--- config.mk ---
export PLATFORM = sky130hd
export DESIGN_NAME = fetch_stage
export DESIGN_NICKNAME = d
export VERILOG_FILES = /design/src/rtl/cpu_types_pkg.sv /design/src/rtl/fetch_hold_buf.sv /design/src/rtl/fetch_stage.sv
export SDC_FILE = /design/constraint.sdc
export NUM_CORES = 1
export LEC_CHECK = 0
export BUFFER_PORTS_ARGS = -buffer_cell sky130_fd_sc_hd__clkbuf_2
export CORE_ASPECT_RATIO = 1.4
export CORE_MARGIN = 2
export CORE_UTILIZATION = 50
export DETAILED_ROUTE_END_ITERATION = 7
export GPL_ROUTABILITY_DRIVEN = 0
export PLACE_DENSITY = 0.89
export SYNTH_ARGS = -nofsm -noshare
export SYNTH_HDL_FRONTEND = slang
export SYNTH_HIERARCHICAL = 1
export SYNTH_SLANG_ARGS = --single-unit
--- constraint.sdc ---
create_clock -name CLK -period 4.46 [get_ports CLK]
set_input_delay 0.446 -clock CLK [delete_from_list [all_inputs] [get_ports CLK]]
set_output_delay 0.446 -clock CLK [all_outputs]
set_load 0.01 [all_outputs]
--- src/rtl/cpu_types_pkg.sv ---
// cpu_types_pkg: shared types for the pipeline.
//   word_t            32-bit datapath word
//   fetch_state_t     fetch stage FSM encoding
//   PC_STRIDE_DEFAULT default sequential PC increment in bytes
//   align_word()      clears the byte-offset bits of an address
package cpu_types_pkg;

  typedef logic [31:0] word_t;

  typedef enum logic [1:0] {
    FETCH  = 2'd0,
    HOLD   = 2'd1,
    HALTED = 2'd2
  } fetch_state_t;

  localparam int unsigned PC_STRIDE_DEFAULT = 4;

  function automatic word_t align_word(input word_t addr);
    return {addr[31:2], 2'b00};
  endfunction

endpackage

--- src/rtl/fetch_hold_buf.sv ---
// fetch_hold_buf: one-entry buffer for an instruction (and its next address)
// that returned from memory while the pipeline was stalled.
// Ports:
//   CLK, nRST   clock, synchronous active-low reset (clears the entry)
//   load_i      capture instr_i/npc_i
//   clear_i     drop the entry (load_i wins if both are set)
//   instr_i/o   buffered instruction
//   npc_i/o     buffered next address
module fetch_hold_buf
  import cpu_types_pkg::*;
(
  input  logic  CLK,
  input  logic  nRST,
  input  logic  load_i,
  input  logic  clear_i,
  input  word_t instr_i,
  input  word_t npc_i,
  output word_t instr_o,
  output word_t npc_o
);

  word_t instr_q, instr_d;
  word_t npc_q, npc_d;

  always_comb begin
    instr_d = instr_q;
    npc_d   = npc_q;
    if (load_i) begin
      instr_d = instr_i;
      npc_d   = npc_i;
    end else if (clear_i) begin
      instr_d = '0;
      npc_d   = '0;
    end
  end

  always_ff @(posedge CLK) begin
    if (!nRST) begin
      instr_q <= '0;
      npc_q   <= '0;
    end else begin
      instr_q <= instr_d;
      npc_q   <= npc_d;
    end
  end

  assign instr_o = instr_q;
  assign npc_o   = npc_q;

endmodule

--- src/rtl/fetch_stage.sv ---
// fetch_stage: instruction-fetch stage. Owns the PC, issues instruction reads
// and feeds the IF/ID register. A fetch that completes under stall is parked
// in a one-entry hold buffer instead of being refetched.
// Ports:
//   CLK, nRST                  clock, synchronous active-low reset
//   ihit, imemload             instruction memory response
//   stall, redirect(_addr)     hazard hold, branch/jump target
//   halt                       halt retired in WB (sticky until reset)
//   imemREN, imemaddr          instruction read request
//   ifid_wen/flush/next_address/instruction   IF/ID register inputs
// Build option FETCH_PERF_EN adds perf_fetched and perf_stall counters.
//
// state  | meaning
// FETCH  | request at pc, deliver on ihit
// HOLD   | fetched instr parked in hold buffer, waiting for stall to drop
// HALTED | halt seen, pc frozen, IF/ID flushed until reset
module fetch_stage
  import cpu_types_pkg::*;
#(
  parameter word_t       PC_INIT   = 32'h0000_0000,
  parameter int unsigned PC_STRIDE = PC_STRIDE_DEFAULT
) (
  input  logic  CLK,
  input  logic  nRST,
  input  logic  ihit,
  input  word_t imemload,
  input  logic  stall,
  input  logic  redirect,
  input  word_t redirect_addr,
  input  logic  halt,
  output logic  imemREN,
  output word_t imemaddr,
  output logic  ifid_wen,
  output logic  ifid_flush,
  output word_t ifid_next_address,
  output word_t ifid_instruction
`ifdef FETCH_PERF_EN
  ,
  output word_t perf_fetched,
  output word_t perf_stall
`endif
);

  fetch_state_t state_q, state_d;
  word_t        pc_q, pc_d;
  word_t        pc_inc;
  word_t        hold_instr, hold_npc;
  logic         hold_load, hold_clear;

  assign pc_inc = pc_q + word_t'(PC_STRIDE);

  fetch_hold_buf u_hold_buf (
    .CLK     (CLK),
    .nRST    (nRST),
    .load_i  (hold_load),
    .clear_i (hold_clear),
    .instr_i (imemload),
    .npc_i   (pc_inc),
    .instr_o (hold_instr),
    .npc_o   (hold_npc)
  );

  always_ff @(posedge CLK) begin
    if (!nRST) begin
      state_q <= FETCH;
      pc_q    <= PC_INIT;
    end else begin
      state_q <= state_d;
      pc_q    <= pc_d;
    end
  end

  always_comb begin
    state_d    = state_q;
    pc_d       = pc_q;
    hold_load  = 1'b0;
    hold_clear = 1'b0;
    unique case (state_q)
      FETCH: begin
        if (halt) begin
          state_d = HALTED;
        end else if (redirect) begin
          pc_d = align_word(redirect_addr);
        end else if (ihit) begin
          // pc advances even under stall; the fetched word lives in the buffer
          pc_d = pc_inc;
          if (stall) begin
            hold_load = 1'b1;
            state_d   = HOLD;
          end
        end
      end
      HOLD: begin
        if (halt) begin
          state_d = HALTED;
        end else if (redirect) begin
          hold_clear = 1'b1;
          pc_d       = align_word(redirect_addr);
          state_d    = FETCH;
        end else if (!stall) begin
          state_d = FETCH;
        end
      end
      HALTED: begin
        state_d = HALTED;
      end
      default: begin
        state_d = FETCH;
      end
    endcase
  end

  always_comb begin
    imemREN           = 1'b0;
    imemaddr          = pc_q;
    ifid_wen          = 1'b0;
    ifid_flush        = 1'b0;
    ifid_next_address = '0;
    ifid_instruction  = '0;
    if (!nRST) begin
      ifid_flush = 1'b1;
    end else begin
      unique case (state_q)
        FETCH: begin
          imemREN = 1'b1;
          if (halt || redirect) begin
            ifid_flush = 1'b1;
          end else if (!stall) begin
            if (ihit) begin
              ifid_wen          = 1'b1;
              ifid_instruction  = imemload;
              ifid_next_address = pc_inc;
            end else begin
              ifid_flush = 1'b1;
            end
          end
        end
        HOLD: begin
          if (halt || redirect) begin
            ifid_flush = 1'b1;
          end else if (!stall) begin
            ifid_wen          = 1'b1;
            ifid_instruction  = hold_instr;
            ifid_next_address = hold_npc;
          end
        end
        HALTED: begin
          ifid_flush = 1'b1;
        end
        default: begin
          ifid_flush = 1'b1;
        end
      endcase
    end
  end

`ifdef FETCH_PERF_EN
  word_t perf_fetched_q, perf_stall_q;

  always_ff @(posedge CLK) begin
    if (!nRST) begin
      perf_fetched_q <= '0;
      perf_stall_q   <= '0;
    end else if (state_q != HALTED) begin
      if (ifid_wen) perf_fetched_q <= perf_fetched_q + 32'd1;
      if (stall)    perf_stall_q   <= perf_stall_q + 32'd1;
    end
  end

  assign perf_fetched = perf_fetched_q;
  assign perf_stall   = perf_stall_q;
`endif

endmodule

; ---- Word level (Yosys, flattened, before mapping)
; Cells that the tools add are included.
; Widths: inputs -> output; s select.
[totals]
ff_bits = 98
input_bits = 70
out_inout_bits = 99
wordCells = 75
[classes]
addsub = 1
eq_ne = 10
mux = 54
n_reduce_logical = 6
[op_table]
columns = cell, count
row1 = $mux 32, 20
row2 = $pmux 32 s2, 3
row3 = $add 32x3->32 const B, 1
row4 = $mux 1, 21
row5 = $mux 2, 7
row6 = $ne 3x3->1 const B, 4
row7 = $ne 2x2->1 const B, 3
row8 = $pmux 2 s3, 1
row9 = $reduce_and 5->1, 1
row10 = $ne 4x4->1 const B, 1
row11 = $pmux 1 s2, 2
row12 = $reduce_and 4->1, 1
row13 = $reduce_bool 2->1, 2
row14 = $eq 2x1->1 const B, 1
row15 = $eq 2x2->1 const B, 1
row16 = $logic_not 2->1, 1
row17 = $logic_or 1x1->1, 1

; ---- Logic depth before layout (Yosys ltp)
; Gate-level depths: netlist of the first run.
[depth]
depth_word = 6
depth_mapped = 9
depth_no_buf = 7

; ---- By module
; Netlist of the first run, hierarchy kept.
[modules_own_cells]
columns = module, instances, cells_per_inst, area_each_um2, seq_area_each_um2
row1 = fetch_stage, 1, 434, 3290.7, 640.6
row2 = fetch_hold_buf, 1, 285, 2551.2, 1281.2

; ---- Least setup slack after synthesis of the first run
; Ideal clock, no wire load.
[synth_timing]
path_kind = flip-flop to output port
startpoint = register pc_q[2] (netlist: imemaddr[2])
endpoint = output ifid_next_address[30]
arrival_time_ns = 2.034
required_time_ns = 4.014
setup_slack_ns = 1.980
path_stages_with_launch = 8
path_buffers = 1
path_cell_list = dfxtp_1 > ha_1 > clkbuf_1 > inv_1 > or4_1 > nor3_1 > xor2_1 > a32o_1
[synth_via]
elab_chain_cells = 6
[synth_lines]
columns = element, line_no
row1 = "start, declared", fetch_stage.sv:45  ; word_t pc_q, pc_d;
row2 = "start signal, assigned", fetch_stage.sv:69  ; pc_q <= pc_d;
row3 = $add 32x3->32, fetch_stage.sv:50  ; assign pc_inc = pc_q + word_t'(PC_STRIDE);
row4 = named net pc_inc[30], fetch_stage.sv:46  ; word_t pc_inc;
row5 = $mux 32, fetch_stage.sv:129  ; if (ihit) begin
row6 = $mux 32, fetch_stage.sv:128  ; end else if (!stall) begin
row7 = $mux 32, fetch_stage.sv:126  ; if (halt || redirect) begin
row8 = $pmux 32 s2, fetch_stage.sv:123  ; unique case (state_q)
row9 = $mux 32, fetch_stage.sv:120  ; if (!nRST) begin
row10 = "end, declared", fetch_stage.sv:35  ; output word_t ifid_next_address,
; The timed path passes the listed nets, and every way through them passes these cells.

; ---- Worst setup path after layout of the first run
[layout_timing]
startpoint = register pc_q[2] (netlist: imemaddr[2])
endpoint = output ifid_next_address[26]
; Same word-level chain as after synthesis.

==> results.py, run 1 <==
metrics = {
    "status": {
        "status": "completed",
    },
    "detailed_routing": {
        "vias": 5934,
        "ant_nets": 0,
        "drcViolationCount": 0,
        "drt-total-wl_um": 16070,
        "first_pass_iters": 5,
        "vias_per_cell": 6.043,
        "drt_iter0_markers": 468,
        "wl_per_cell_um": 16.36,
    },
    "clocking": {
        "cts_tree": "built",
        "post_cts_buffers": 0,
        "clockBufferDepth": 2,
        "ctsResizeCount": 0,
        "htreeDepth": 3,
        "ctsHoldBuffers": 0,
        "numClockSinks": 96,
        "clk_pin_slew_ns": 0.06,
        "insertion_delay_ns": 0.34,
        "cts_root_buffer": "clkbuf_16",
        "cts_made_buffers": 9,
    },
    "hold_path": {
        "hp-class": "input port to flop",
        "hold_start": "imemload[29]",
    },
    "floorplan": {
        "num_rows": 46,
        "dieArea_mm2": 0.01258,
        "io_pins": 169,
        "start_util_pct": 51.52,
        "chipWidth_um": 95.36,
        "core_area_mm2": 0.01134,
        "die-height_um": 131.9,
    },
    "power_and_ir_drop": {
        "p_total_uw": 1892,
        "p_leak_uw": 0.002625,
        "power_density_mw_per_mm2": 279.2,
        "ir_worst_vdd_uv": 158.8,
    },
    "setup_path": {
        "arrival_ns": 2.94,
        "crit_required_ns": 4.01,
        "worstSetupPathType": "flop to primary output",
        "cp-start-kind": "flop",
        "critPathCaptureType": "primary output",
        "startpoint": "imemaddr[2]$_SDFFE_PN0P_",
        "timing.rr.start": "imemaddr[2]$_SDFFE_PN0P_",
        "cp_max_fo": 8,
    },
    "final_layout": {
        "final_common_cell": "clkbuf_2",
        "final_layout_size_suffix_gt1_share_pct": 26.01,
        "finish.instance_area_mm2": 0.006777,
        "area_growth_pct": 16.00,
        "antennaDiodeCount": 0,
        "layout_common_cells": "163 x clkbuf_2, 96 x dfxtp_1, 86 x nand3_1, 67 x nand2b_1, 65 x nor2_1",
        "finish.utilization_pct": 59.77,
        "final_cells": 982,
        "final_nets": 907,
    },
    "sta": {
        "tightest_slew_ns": 0.7496,
        "max_freq_mhz": 295.6,
        "tns_ns": 0,
        "fin_skew_ns": 0.008955,
        "hold_violations": 0,
        "rsz0062_at_grt": "no",
        "maxSlewHeadroom_pct": 50.03,
        "setup_viol_count_final": 0,
        "maxSlewViolCount": 0,
        "period_share_pct": 75.84,
        "fin_crit_ns": 3.383,
    },
    "yosys": {
        "yosysUniqueCellTypes": 70,
        "synth_edf_count": 0,
        "ys_seq_area_share_pct": 32.90,
        "synth_async_sr_flop_share_pct": 0,
        "syn-cell-area_mm2": 0.005842,
        "yosys_most_used_dff": "dfxtp_1",
        "ys_ff_latch": 96,
        "syn_inst": 719,
        "syn_avg_cell_area_um2": 8.125,
        "ys_warn_count": 6,
    },
    "grt": {
        "grt.overflow.total": 0,
        "grt_pass1_vias": 5368,
        "grt_max_degree": 75,
        "antenna_found_initial": 0,
        "grt_first_pass_wirelength_um": 25610,
        "grt_util_all_layers_pct": 24.88,
    },
    "placed_design": {
        "port_buffers": 164,
        "dp_cells": 969,
        "dpl_cell_area_mm2": 0.006515,
        "dpl.hpwl_um": 10860,
    },
    "run": {
        "maxCapViolCount": 0,
    },
}
-- power breakdown --
| part | internal [uW] | switching (uW) | total, uW |
|---|---|---|---|
| logic | 99.4 | 157 | 257 |
| registers | 885 | 39.8 | 925 |
| clock network | 399 | 312 | 711 |
| total | 1380 | 509 | 1890 |
-- path summary, 6_finish.rpt --
check                           cells past startpoint                                   to  slack, ns
worst min-delay path                                3  u_hold_buf/instr_o[29]$_SDFFE_PN0P_       0.35
worst max register to register                      7    u_hold_buf/npc_o[26]$_SDFFE_PN0P_       1.99
worst max-delay path                                7                ifid_next_address[26]       1.08
worst min register to register                      2     u_hold_buf/npc_o[0]$_SDFFE_PN0P_       0.46
-- synth_stat cells, drive strengths merged (2+ instances only) --
| cell type | count | share of area [%] |
|---|---|---|
| dfxtp | 96 | 33 |
| nand3 | 88 | 7.7 |
| o21ai | 80 | 6.9 |
| nand2b | 69 | 7.4 |
| nor2 | 65 | 4.2 |
| a22oi | 45 | 5.8 |
| buf | 39 | 5.2 |
| clkbuf | 35 | 2.6 |
| a32o | 29 | 5.0 |
| nand2 | 25 | 1.7 |
| xnor2 | 16 | 2.4 |
| xor2 | 12 | 1.9 |
| nand4 | 11 | 1.5 |
| nor3 | 11 | 1.6 |
| a32oi | 10 | 1.5 |
| a21oi | 6 | 0.51 |
| and2 | 6 | 0.64 |
| and3 | 5 | 0.54 |
| inv | 5 | 0.32 |
| o31ai | 5 | 0.64 |
| or4 | 5 | 0.71 |
| a22o | 4 | 0.60 |
| and4 | 4 | 0.62 |
| mux2 | 4 | 0.77 |
| nor4 | 4 | 0.90 |
| or3 | 4 | 0.43 |
| a21o | 3 | 0.39 |
| a31oi | 3 | 0.32 |
| nor2b | 3 | 0.32 |
| o211ai | 3 | 0.39 |
| a2bb2oi | 2 | 0.30 |
| nand3b | 2 | 0.26 |
| o21a | 2 | 0.26 |
| o311ai | 2 | 0.30 |
| o41ai | 2 | 0.30 |
-- registers in the layout (all words and copies together) (netlist names) --
signal and flops:
u_hold_buf/instr_o 32, imemaddr 30, state_q 2, u_hold_buf/npc_o 32
-- kinds of logic (layout without fill, tap and decap cells) --
kind of cell    after synthesis  after routing  share of synthesized area [%]
buf+inv                      80            196                          8.289
fa+ha+maj                     1              1                         0.2141
flops                        96             96                          32.90
mux                           5              5                         0.9423
xor+xnor                     28             28                          4.326
other cells                   1              4                        0.06419
compound gates              203            203                          24.25
simple gates                305            305                          29.02
-- area by class of cell --
class | instances | area (um^2)
multi-input combinational | 546 | 3466
inverter | 5 | 18.77
sequential | 96 | 1922
timing repair buffer | 178 | 928.4
fill | 1052 | 4562
clock buffer | 12 | 256.5
clock inverter | 1 | 5.005
tap | 144 | 180.2
-- per-stage QoR --
step                      hold WS, ns  setup slack [ns]
after floorplan                0.4376             1.980
after global placement         0.4489             1.465
after detailed placement       0.4565             1.450
after CTS                      0.3434             1.117
after global routing           0.3680            0.9210
final                          0.3496             1.077
-- per-layer routing --
layer | global-route usage, % | vias up | share of wire, %
met5 | 0 | - | 0
met4 | 11.43 | 0 | 2.9
met3 | 3.545 | 35 | 7.8
met2 | 40.38 | 262 | 49
met1 | 32.15 | 2784 | 41
li1 | - | 2853 | -
-- worst max-delay path: stages, from the launching register on --
cell,delay (ns)
dfxtp_1,0.45
ha_1,0.37
nand3_1,0.18
nor4_2,0.59
nand4_1,0.31
xnor2_1,0.31
a32o_1,0.25
clkbuf_2,0.14
Power figures use the tool's default switching activity.
==> inputs of run 2 (changes only) <==
- ABC_AREA: default -> 1
- CORE_UTILIZATION: 50 -> 47
- clock period: 4.46 -> 3 ns (I/O delays scaled with it)
==> results.py, run 2 <==
metrics = {
    "final_layout": {
        "final_common_cell": "nand2_1",
        "final_layout_size_suffix_gt1_share_pct": 21.66,
        "final_nets": 1105,
        "layout_common_cells": "384 x nand2_1, 164 x clkbuf_2, 145 x a21oi_1, 96 x dfxtp_1, 48 x inv_1",
        "area_growth_pct": 20.70,
        "final_cells": 1186,
        "antennaDiodeCount": 0,
    },
    "setup_path": {
        "critPathCaptureType": "primary output",
        "critPathMaxStageDelay_ns": 0.54,
        "cp_max_fo": 41,
        "cpLargestDelayFamily": "buffers and inverters",
        "crit_chain": "nor2_1, nand4_1, inv_2, buf_4, nand2_1, a21oi_1, clkbuf_2",
        "cp.buffers_inverters": 3,
        "worstSetupPathType": "flop to primary output",
        "cp-start-kind": "flop",
        "arrival_ns": 2.38,
        "crit_required_ns": 2.70,
        "critical_path.slowest_cell": "inv_2",
    },
    "sta": {
        "rsz0062_at_grt": "no",
        "hold_violations": 0,
        "max_freq_mhz": 372.9,
        "maxSlewHeadroom_pct": 24.29,
        "period_share_pct": 89.40,
        "tns_ns": 0,
        "setup_viol_count_final": 0,
        "fin_crit_ns": 2.682,
        "maxSlewViolCount": 0,
        "tightest_slew_ns": 1.134,
        "fin_skew_ns": 0.007165,
    },
    "power_and_ir_drop": {
        "power_density_mw_per_mm2": 429.9,
        "p_leak_uw": 0.002803,
        "ir_worst_vdd_uv": 385.1,
    },
    "detailed_routing": {
        "drcViolationCount": 0,
        "vias": 6108,
        "drt_iter0_markers": 329,
        "wl_per_cell_um": 13.25,
        "drt-total-wl_um": 15710,
        "ant_nets": 0,
        "vias_per_cell": 5.150,
        "first_pass_iters": 5,
    },
    "clocking": {
        "cts_tree": "built",
        "insertion_delay_ns": 0.34,
        "cts_root_buffer": "clkbuf_16",
        "clockBufferDepth": 2,
        "ctsResizeCount": 0,
        "post_cts_buffers": 0,
        "ctsHoldBuffers": 0,
        "htreeDepth": 3,
        "numClockSinks": 96,
        "clk_pin_slew_ns": 0.07,
        "cts_made_buffers": 9,
    },
    "yosys": {
        "ys_seq_area_share_pct": 34.30,
        "syn_avg_cell_area_um2": 6.225,
        "synthDominantCellAreaShare_pct": 34.30,
        "syn_inst": 900,
        "yosysUniqueCellTypes": 31,
        "ys_ff_latch": 96,
        "synth_edf_count": 0,
        "ys_top_cells_by_area": "dfxtp_1 34%, nand2_1 26%, a21oi_1 13%",
        "synth_compound_area_share_pct": 17.71,
        "synth_area_leader_cell": "dfxtp_1",
        "synth.area.mux_share_pct": 0,
        "synth-simple-area-share_pct": 36.27,
        "synth_most_common_cell": "nand2_1",
        "ys_warn_count": 6,
        "yosys-top-cells-count": "384 x nand2_1, 145 x a21oi_1, 96 x dfxtp_1",
        "synth_top_family_by_area": "simple AND/OR/NAND/NOR gates",
        "synth_async_sr_flop_share_pct": 0,
        "syn-cell-area_mm2": 0.005603,
        "yosys_most_used_dff": "dfxtp_1",
        "synth-adder-area-share_pct": 0.2233,
        "synth_xor_area_share_pct": 3.417,
    },
    "floorplan": {
        "core_area_mm2": 0.01170,
        "chipWidth_um": 96.28,
        "start_util_pct": 47.88,
        "num_rows": 47,
        "die-height_um": 133.2,
        "dieArea_mm2": 0.01282,
        "io_pins": 169,
    },
    "grt": {
        "grt_pass1_vias": 5446,
        "grtUsageMet2_pct": 40.66,
        "antenna_found_initial": 0,
        "grt.overflow.total": 0,
        "use_met1_pct": 29.30,
        "grt_first_pass_wirelength_um": 24690,
        "grt_util_all_layers_pct": 23.82,
        "busiest_layer": "met2",
        "met3_usage_pct": 2.998,
        "grt_max_degree": 66,
    },
    "run": {
        "maxCapViolCount": 0,
    },
    "placed_design": {
        "dpl.hpwl_um": 11390,
        "port_buffers": 164,
        "dp_cells": 1170,
    },
    "status": {
        "status": "completed",
    },
    "hold_path": {
        "hp-class": "input port to flop",
    },
}
-- run 2: cell type report --
class	count	area (um^2)
fillers	1118	4940
clock inverters	5	56.30
inverters	51	191.4
clock buffers	11	242.7
well taps	147	183.9
flip-flops and latches	96	1922
repair buffers	175	915.9
multi-input cells	701	3251
-- run 2: layer usage --
| layer | vias to the layer above | part of all wire [%] | wire length (um) |
|---|---|---|---|
| met4 | 0 | 3.7 | 582 |
| met5 | - | 0 | 0 |
| li1 | 3123 | - | - |
| met3 | 39 | 5.5 | 867 |
| met2 | 218 | 50 | 7850 |
| met1 | 2728 | 41 | 6413 |
-- run 2: final timing paths --
path                                         startpoint                            endpoint  slack [ns]  cells after the start
worst min-delay path                        imemload[3]  u_hold_buf/instr_o[3]$_SDFFE_PN0P_        0.20                      3
worst max register to register  state_q[1]$_SDFFE_PN0P_    u_hold_buf/npc_o[7]$_SDFFE_PN0P_        1.01                      6
worst min register to register  state_q[0]$_SDFFE_PN0P_             state_q[1]$_SDFFE_PN0P_        0.46                      1
worst max-delay path            state_q[1]$_SDFFE_PN0P_                ifid_instruction[19]        0.32                      7
-- run 2: tightest hold or removal path, stage by stage --
cell	delay, ns
clkbuf_2	0.09
nand2_1	0.05
a21oi_1	0.05
-- run 2: cells by family (layout without fill, tap and decap cells) --
group	after synthesis	count (layout)
compound gates	192	192
xor+xnor	15	15
fa+ha+maj	1	1
buf+inv	106	242
flops	96	96
other cells	1	4
simple gates	489	489
-- run 2: per-stage QoR --
step	cell area [um^2]	setup WS [ns]	total power, uW	utilization [%]	hold WS [ns]
3_3_place_gp	6464	0.6586	1768	55.23	0.4438
2_1_floorplan	5614	1.156	1627	-	0.4324
5_1_grt	6763	0.09014	3033	57.79	0.2048
6_report	6763	0.3180	2907	57.79	0.2037
3_5_place_dp	6464	0.5866	1776	55.23	0.4498
4_1_cts	6763	0.2966	2931	57.79	0.1991
-- run 2: where the power goes --
part | internal (uW) | total, uW | leakage (uW) | switching (uW)
Clock | 668 | 1160 | 0.000145 | 488
Combinational | 134 | 369 | 0.00188 | 235
Sequential | 1320 | 1380 | 0.000780 | 61.6
==> inputs of run 3 (changes only) <==
- BUFFER_PORTS_ARGS: -buffer_cell sky130_fd_sc_hd__clkbuf_2 -> -buffer_cell sky130_fd_sc_hd__buf_2
==> results.py, run 3 (synthesis gave the netlist of run 2 again) <==
metrics = {
    "power_and_ir_drop": {
        "seq_power_share_pct": 46.1,
        "switching_share_pct": 26.49,
        "power_density_mw_per_mm2": 442.0,
        "p_leak_uw": 0.002874,
        "p_clk_share_pct": 41.5,
        "ir_worst_vdd_uv": 316.2,
        "p_total_uw": 2997,
        "p_switching_uw": 793.9,
        "internal_power_uw": 2203,
        "power_frac_comb_pct": 12.4,
    },
    "final_layout": {
        "final_common_cell": "nand2_1",
        "layout_common_cells": "384 x nand2_1, 164 x buf_2, 145 x a21oi_1, 96 x dfxtp_1, 48 x inv_1",
        "finish.utilization_pct": 57.93,
        "area_growth_pct": 20.99,
        "fill_cells": 1147,
        "final_cells": 1186,
        "seq_area_mm2": 0.001922,
        "final_layout_size_suffix_gt1_share_pct": 21.75,
        "final_nets": 1106,
        "antennaDiodeCount": 0,
        "multiInputGateArea_mm2": 0.003251,
    },
    "clocking": {
        "clockBufferDepth": 2,
        "cts_tree": "built",
        "post_cts_buffers": 0,
        "htreeDepth": 3,
        "ctsHoldBuffers": 0,
        "ctsResizeCount": 0,
        "cts_root_buffer": "clkbuf_16",
        "clk_pin_slew_ns": 0.07,
        "numClockSinks": 96,
        "insertion_delay_ns": 0.34,
        "cts_made_buffers": 9,
    },
    "placed_design": {
        "dp_cells": 1171,
        "port_buffers": 164,
        "dpl.hpwl_um": 11390,
    },
    "sta": {
        "maxSlewHeadroom_pct": 40.95,
        "maxSlewViolCount": 0,
        "tightest_slew_ns": 0.8847,
        "period_share_pct": 87.63,
        "fin_crit_ns": 2.629,
        "setup_viol_count_final": 0,
        "tns_ns": 0,
        "max_freq_mhz": 380.4,
        "fin_skew_ns": 0.008342,
        "rsz0062_at_grt": "no",
        "hold_violations": 0,
    },
    "floorplan": {
        "die-height_um": 133.2,
        "num_rows": 47,
        "start_util_pct": 47.88,
        "io_pins": 169,
        "core_area_mm2": 0.01170,
        "dieArea_mm2": 0.01282,
        "chipWidth_um": 96.28,
    },
    "setup_path": {
        "critPathMaxStageDelay_ns": 0.41,
        "crit_required_ns": 2.70,
        "critPathCaptureType": "primary output",
        "cp-start-kind": "flop",
        "worstSetupPathType": "flop to primary output",
        "arrival_ns": 2.33,
        "cp_max_fo": 26,
        "critical_path.slowest_cell": "inv_2",
        "crit_chain": "inv_1, nor2_2, nand3_1, inv_2, buf_4, nand2_1, a21oi_1, buf_2",
    },
    "run": {
        "maxCapViolCount": 0,
    },
    "detailed_routing": {
        "drcViolationCount": 0,
        "vias": 6251,
        "ant_nets": 0,
        "drt_iter0_markers": 512,
        "first_pass_iters": 5,
        "drt-total-wl_um": 16100,
        "vias_per_cell": 5.271,
        "wl_per_cell_um": 13.58,
    },
    "grt": {
        "antenna_found_initial": 0,
        "grt_pass1_vias": 5448,
        "grt_first_pass_wirelength_um": 25560,
        "grt_max_degree": 66,
        "grt_util_all_layers_pct": 24.88,
        "grt.overflow.total": 0,
    },
    "status": {
        "status": "completed",
    },
    "hold_path": {
        "hp-class": "input port to flop",
    },
}
==> run 3: cell type report <==
type	instances	area share, %
repair buffers	176	13.44
clock inverters	5	1.200
multi-input cells	701	47.95
inverters	51	2.824
well taps	147	2.713
clock buffers	10	3.525
flip-flops and latches	96	28.35
==> run 3: per-layer routing <==
layer	wire length, um	share of wire (%)	vias up	GRT usage (%)
met5	0	0	-	0
met1	6409	40	2824	30.62
met3	1094	6.8	39	3.620
li1	-	-	3132	-
met2	8082	50	256	42.36
met4	515	3.2	0	10.71
==> run 3: path summary, 6_finish.rpt <==
| kind | start | end | slack [ns] | cells after the start |
|---|---|---|---|---|
| worst min register to register | state_q[0]$_SDFFE_PN0P_ | state_q[1]$_SDFFE_PN0P_ | 0.46 | 1 |
| worst max-delay path | state_q[0]$_SDFFE_PN0P_ | ifid_next_address[23] | 0.37 | 8 |
| worst max register to register | state_q[1]$_SDFFE_PN0P_ | u_hold_buf/npc_o[5]$_SDFFE_PN0P_ | 0.86 | 7 |
| worst min-delay path | imemload[27] | u_hold_buf/instr_o[27]$_SDFFE_PN0P_ | 0.22 | 3 |
==> run 3: power groups by stage <==
stage                     Clock (uW)  Combinational, uW  Sequential [uW]
final                           1240                373             1380
after global routing            1310                417             1390
after CTS                       1270                370             1380
after detailed placement           0                368             1410
after global placement             0                361             1410
after floorplan                    0                215             1410
==> run 3: through the flow <==
| stage | hold slack [ns] | worst slack [ns] | cell area (um^2) |
|---|---|---|---|
| 2_1_floorplan | 0.4324 | 1.156 | 5614 |
| 3_3_place_gp | 0.4450 | 0.7505 | 6459 |
| 3_5_place_dp | 0.4518 | 0.6888 | 6459 |
| 4_1_cts | 0.2061 | 0.3877 | 6779 |
| 5_1_grt | 0.2098 | 0.2126 | 6779 |
| 6_report | 0.2157 | 0.3711 | 6779 |
==> run 3: critical path, delay by kind of cell, from the launching register on <==
family                 cells  cell delay [ns]
and+or+nand+nor            3             0.44
DFF                        1             0.34
buffers and inverters      4             0.94
AOI/OAI and AO/OA          1             0.25
